===== config.mk =====
export PLATFORM = sky130hd
export DESIGN_NAME = cpu_term_sync
export DESIGN_NICKNAME = d
export VERILOG_FILES = /design/src/rtl/cpu_term_sync.sv
export SDC_FILE = /design/constraint.sdc
export NUM_CORES = 1
export LEC_CHECK = 0
export ABC_AREA = 1
export CAP_MARGIN = 15
export CORE_ASPECT_RATIO = 0.7
export CORE_MARGIN = 3
export CORE_UTILIZATION = 40
export CTS_CLUSTER_DIAMETER = 30
export DETAILED_ROUTE_END_ITERATION = 12
export PLACE_DENSITY_LB_ADDON = 0.1
export SYNTH_ARGS = -nofsm -noshare
export SYNTH_HDL_FRONTEND = slang
export SYNTH_SLANG_ARGS = --single-unit

===== constraint.sdc =====
create_clock -name CLK -period 3.1 [get_ports CLK]
set_clock_uncertainty 0.15 [all_clocks]
set_input_delay 0.62 -clock CLK [delete_from_list [all_inputs] [get_ports CLK]]
set_output_delay 0.62 -clock CLK [all_outputs]
set_load 0.02 [all_outputs]

===== src/rtl/cpu_term_sync.sv =====
// Bus-cycle termination front end: synchronises DSACKx_/STERM_, qualifies them
// against the active cycle, latches port size and enforces a bus timeout.
module cpu_term_sync #(
  parameter int SYNC_STAGES = 2,
  parameter int TIMEOUT     = 255,
  parameter int TO_W        = 8
) (
  input  logic       CLK,
  input  logic       RST,
  input  logic       CYC_ACTIVE,
  input  logic       DSACK0_,
  input  logic       DSACK1_,
  input  logic       STERM_IN_,
  output logic       DSACK,
  output logic       nDSACK,
  output logic       STERM_,
  output logic       nSTERM_,
  output logic [1:0] SIZE,
  output logic       TIMEOUT_ERR
);

  typedef enum logic [1:0] {
    ST_IDLE = 2'd0,
    ST_WAIT = 2'd1,
    ST_TERM = 2'd2,
    ST_HOLD = 2'd3
  } state_t;

  localparam logic [TO_W-1:0] LP_TO_LAST = TO_W'(TIMEOUT - 1);
  localparam logic [TO_W-1:0] LP_CNT_MAX = '1;

  logic [1:0]      r_sync [SYNC_STAGES];
  logic [1:0]      r_cmp;
  logic            r_stR;
  state_t          r_state;
  logic [TO_W-1:0] r_cnt;
  logic            r_dsack;
  logic            r_sterm;
  logic [1:0]      r_size;
  logic            r_toErr;

  state_t          w_stateNxt;
  logic [TO_W-1:0] w_cntNxt;
  logic            w_dsackNxt;
  logic            w_stermNxt;
  logic [1:0]      w_sizeNxt;
  logic            w_toErrNxt;
  logic [1:0]      w_sN;
  logic            w_stable;
  logic            w_stermReq;
  logic [1:0]      w_sizeDec;

  // Pair is {DSACK1_, DSACK0_}; all stages idle at negated (11).
  always_ff @(posedge CLK) begin
    if (RST) begin
      for (int i = 0; i < SYNC_STAGES; i++) r_sync[i] <= 2'b11;
      r_cmp <= 2'b11;
      r_stR <= 1'b1;
    end else begin
      r_sync[0] <= {DSACK1_, DSACK0_};
      for (int i = 1; i < SYNC_STAGES; i++) r_sync[i] <= r_sync[i-1];
      r_cmp <= r_sync[SYNC_STAGES-1];
      r_stR <= STERM_IN_;
    end
  end

  assign w_sN       = r_sync[SYNC_STAGES-1];
  assign w_stable   = (w_sN == r_cmp) && (w_sN != 2'b11);
  assign w_stermReq = !r_stR || !STERM_IN_;

  always_comb begin
    w_sizeDec = 2'b00;
    case (w_sN)
      2'b10:   w_sizeDec = 2'b01;
      2'b01:   w_sizeDec = 2'b10;
      2'b00:   w_sizeDec = 2'b11;
      default: w_sizeDec = 2'b00;
    endcase
  end

  always_comb begin
    w_stateNxt = r_state;
    w_cntNxt   = r_cnt;
    w_dsackNxt = r_dsack;
    w_stermNxt = r_sterm;
    w_sizeNxt  = r_size;
    w_toErrNxt = r_toErr;
    case (r_state)
      ST_IDLE: begin
        if (CYC_ACTIVE) begin
          w_stateNxt = ST_WAIT;
          w_cntNxt   = '0;
          w_sizeNxt  = 2'b00;
        end
      end
      // Priority: abort, STERM, stable DSACK, timeout, count.
      ST_WAIT: begin
        if (!CYC_ACTIVE) begin
          w_stateNxt = ST_HOLD;
        end else if (w_stermReq) begin
          w_stermNxt = 1'b0;
          w_sizeNxt  = 2'b11;
          w_stateNxt = ST_TERM;
        end else if (w_stable) begin
          w_dsackNxt = 1'b1;
          w_sizeNxt  = w_sizeDec;
          w_stateNxt = ST_TERM;
        end else if (r_cnt == LP_TO_LAST) begin
          w_toErrNxt = 1'b1;
          w_sizeNxt  = 2'b00;
          w_stateNxt = ST_TERM;
        end else if (r_cnt != LP_CNT_MAX) begin
          w_cntNxt = r_cnt + TO_W'(1);
        end
      end
      ST_TERM: begin
        if (!CYC_ACTIVE) begin
          w_dsackNxt = 1'b0;
          w_stermNxt = 1'b1;
          w_toErrNxt = 1'b0;
          w_stateNxt = ST_HOLD;
        end
      end
      // Stale acknowledges must clear before a new cycle is accepted.
      ST_HOLD: begin
        if ((w_sN == 2'b11) && r_stR) w_stateNxt = ST_IDLE;
      end
      default: w_stateNxt = ST_IDLE;
    endcase
  end

  always_ff @(posedge CLK) begin
    if (RST) begin
      r_state <= ST_IDLE;
      r_cnt   <= '0;
      r_dsack <= 1'b0;
      r_sterm <= 1'b1;
      r_size  <= 2'b00;
      r_toErr <= 1'b0;
    end else begin
      r_state <= w_stateNxt;
      r_cnt   <= w_cntNxt;
      r_dsack <= w_dsackNxt;
      r_sterm <= w_stermNxt;
      r_size  <= w_sizeNxt;
      r_toErr <= w_toErrNxt;
    end
  end

  assign DSACK       = r_dsack;
  assign nDSACK      = ~r_dsack;
  assign STERM_      = r_sterm;
  assign nSTERM_     = ~r_sterm;
  assign SIZE        = r_size;
  assign TIMEOUT_ERR = r_toErr;

endmodule


# After elaboration in Yosys (flattened, before gate mapping)
# Memory sizes are Yosys's and may differ from the RTL's.
# Index checks and enable logic that the tools add are counted.
# totals
register_bits,18
mem_bits_rw,4
wordCells,93
mem_count,1
# op_classes
add_sub_neg,1
n_eq_ne,23
mux,41
n_bitwise,4
reduce_logical,15
# memory_table
memory,words,width,read_ports,rd_clocked_by_memory_dff,wr,line_no,source
r_sync,2,2,2,0,2,32,logic [1:0] r_sync [SYNC_STAGES];
# op_table
cell,count
$mux 8,6
$mux 2,14
$ne 2x2->1 const B,12
$pmux 8 s2,1
$mux 1,14
$reduce_and 4->1,3
$add 8x1->8 const B,1
$eq 2x2->1 const B,4
$eq 8x8->1 const B,1
$ne 8x8->1 const B,1
$pmux 2 s4,1
$reduce_and 7->1,1
$pmux 1 s2,3
$pmux 2 s3,1
$reduce_and 6->1,1
$ne 5x5->1 const B,1
$reduce_and 5->1,1
$eq 2x1->1 const B,2
$logic_not 2->1,2
$ne 4x4->1 const B,1
$pmux 2 s2,1
$reduce_bool 2->1,2
$eq 2x2->1,1
$logic_and 1x1->1,2
4 further kinds,7

# Depth between registers and ports, before layout
# logic_depth
word_depth,7
mapped_depth,10
depth_no_buf,10

# Worst setup path after synthesis
# Ideal clock, no wire load.
# synth_path
kind,reg-to-reg
startpoint,register r_state[1]
endpoint,register r_cnt[6]
setup_ps,113
arrival_ps,1338
slack_ps,1499
path_stages_with_launch,11
n_path_buf,1
cell_sequence,dfxtp_1 inv_1 ha_1 buf_6 inv_1 a21oi_2 nand2_2 a21oi_2 nand2_1 nand2_1 nor2_1
# synth_via
elab_chain_cells,3
word_cells_on_any_way,11
classes_between,7 x eq/ne; 1 x mux; 3 x reduce/logical
# synth_lines
element,line_no,source
from (decl),35,state_t r_state;
from (signal assigned),141,r_state <= w_stateNxt;
$eq 2x1->1 / $logic_not 2->1 (equally long branches),88,case (r_state)
$ne 2x2->1 (no line) / $reduce_bool 2->1 (equally long branches),n/a,
$reduce_and 7->1 (no line),n/a,
to (signal assigned),142,r_cnt <= w_cntNxt;
to (decl),36,logic [TO_W-1:0] r_cnt;
# Several ways; a longest one is shown, not always the timed one.
# A chain may end at the register's enable or synchronous reset.

# Worst setup path after layout
# layout_path
startpoint,register r_state[1]
endpoint,register r_cnt[7]
# Same word-level chain as after synthesis.

==> results.txt <==
status -> finished, final reports clean
top cells by count, synth -> 38 x nand2_1, 27 x nor2_1, 22 x dfxtp_1
Die Wd -> 71.6 um
CP max stage delay -> 0.44 ns
H-tree depth -> 1
worst ir drop on vdd -> 0.000355 V
Slew Limit Fails -> 0
# rows -> 15
Critical Path RT -> 3.11 ns
Mean Syn Cell Area -> 6.89 um2
mapped cell area -> 0.00120 mm2
hold depth -> 1
max_slew headroom -> 0.710
clock latency on the worst-skew pair -> 0.26 ns
Worst-Margin Slew -> 0.434 ns
Synth warnings -> 0
starting density of the core -> 0.452
drc violations -> 0
CTS Buf Count -> 3
period utilisation layout -> 0.752
placed cells -> 217
largest net degree at the start of global routing -> 14
most frequent cell after synthesis -> nand2_1
Area contributors post-synth -> dfxtp_1 37%, nand2_1 12%, nor2_1 8.4%, inv_1 6.5%, ha_1 6.2%
R2R depth -> 9
final std cell area, no fill -> 0.00142 mm2
CP endpoint kind -> flop
CP Max Fanout -> 12
synth unique cells -> 24
CTS tree -> yes
number of nets in the layout -> 200
IO Count -> 13
Total Routing Usage GR -> 0.140
Iter 0 DRT Violations -> 51
Synthesized Nets -> 187
pwr dens -> 838 mW/mm2
ys async rst share -> 0
first-pass GRT wire length -> 4080 um
antenna diode count -> 0
die area -> 0.00372 mm2
Vias/cell -> 4.97
routed len/inst -> 11.3 um
RSZ-0062 raised after global routing -> no
DRT Wirelength -> 2510 um
detailed placement HPWL -> 1880 um
Hold Fails Final Rpt -> 0
crit path DAT -> 2.34 ns
flops & latches, synth -> 22
Post-CTS Hold Buffers -> 0
gpl congestion -> 0.845
crit path launch type -> flop
Cells after Synth -> 175
total negative slack -> 0 ns
Most used DFF post-synth -> dfxtp_1
clock sink count -> 22
vias in the first global route -> 930
sequential area share after synthesis -> 0.366
count of flip-flops with a built-in enable after synthesis -> 0
Antenna Nets Post-Route -> 0
WHS -> 0.269 ns
largest area contributor in the netlist -> dfxtp_1
final std cells w/o fill -> 221
Setup-failing EPs final -> 0
initial antenna violation count -> 0
number of gates resized after CTS -> 0
PortBufs -> 12
Hold Crit Class -> flop to flop
Longest Clk Path Bufs -> 2
Achievable Freq -> 429 MHz
gr ovfl total -> 0
Cell Area, Placed -> 0.00134 mm2
DR pass1 iterations -> 4
final design utilization -> 0.531
WS Path Type -> flop to flop
max cap viols -> 0
CP max stage cell -> ha_1
Tmin final -> 2.33 ns
total setup buffers inserted after CTS -> 0
CTS root buffer -> clkbuf_8
clk slew on worst S/H paths -> 0.08 ns
static leakage -> 0.623 nW
area grow syn2layout -> 17.4%
top-area cell type share of the netlist area -> 0.366
Vias -> 1099
core area -> 0.00267 mm2
layout cell share with drive strength beyond 1 -> 0.0963
worst-path cell chain -> inv_1 > ha_1 > inv_1 > a21oi_2 > nand2_2 > a21oi_2 > nand2_1 > nand2_1 > nor2_1
Die Y -> 51.9 um
## worst max-delay path: cells and delay by family (launching register included)
kind	cells	cell delay, ns
AOI/OAI and AO/OA	2	0.55
adders and majority gates	1	0.44
buffers and inverters	2	0.42
and+or+nand+nor	4	0.34
DFF	1	0.33
## final timing paths
kind                                 from                       to  slack, ns
setup / recovery  r_state[1]$_SDFFE_PP0P_    r_cnt[7]$_SDFFE_PP0P_       0.77
hold / removal    r_sync[0][0]$_SDFF_PP1_  r_sync[0][2]$_SDFF_PP1_       0.27
setup reg to reg  r_state[1]$_SDFFE_PP0P_    r_cnt[7]$_SDFFE_PP0P_       0.77
hold reg to reg   r_sync[0][0]$_SDFF_PP1_  r_sync[0][2]$_SDFF_PP1_       0.27
## sequential cells by signal, summed over array words and instances (netlist names)
| register | flops |
|---|---|
| DSACK | 1 |
| r_state | 2 |
| SIZE | 2 |
| TIMEOUT_ERR | 1 |
| r_sync | 4 |
| STERM_ | 1 |
| r_cnt | 8 |
| r_cmp | 2 |
| r_stR | 1 |
## logic make-up after synthesis
logic type      after synthesis  share of synthesized area
xor+xnor                      1                    0.00727
buf+inv                      26                     0.0883
simple gates                 92                      0.343
fa+ha+maj                     6                     0.0623
compound gates               28                      0.134
flops                        22                      0.366
## cells in the final DEF, fill, tap and decap left out, types with 3 or more instances in the layout
cell	count
clkbuf_8	3
nand3_1	12
o21ai_0	7
nand2_1	38
inv_1	21
nor2_1	27
dfxtp_1	22
a21oi_1	12
ha_1	6
clkdlybuf4s50_1	12
o21bai_1	3
or2_2	5
a21oi_2	3
## through the flow
step,total power [mW],setup WS (ns)
floorplan,0.771,1.50
global placement,0.906,0.950
detailed placement,0.919,0.898
CTS,1.19,0.858
global route,1.27,0.642
finish,1.19,0.768
## layer usage
metal	vias to the layer above	track usage	wire, um	part of all wire
met5	-	0	0	0
met4	0	0.0281	8	0.0032
met1	491	0.189	1310	0.52
met2	27	0.218	1070	0.43
li1	579	-	-	-
met3	2	0.0463	120	0.048
## layout make-up
cell class / count / area [um2]
fillers: 253 / 1250
inverters: 22 / 82.6
repair buffers: 12 / 120
well taps: 34 / 42.5
flip-flops and latches: 22 / 440
clock inverters: 1 / 30.0
multi-input cells: 127 / 658
clock buffers: 3 / 41.3
## report_power, final
part,switching (mW),internal (mW),total [mW]
Sequential,0.0482,0.345,0.393
Clock,0.0901,0.172,0.262
Combinational,0.331,0.199,0.530
No activity file was read; power rests on OpenSTA's default activity.
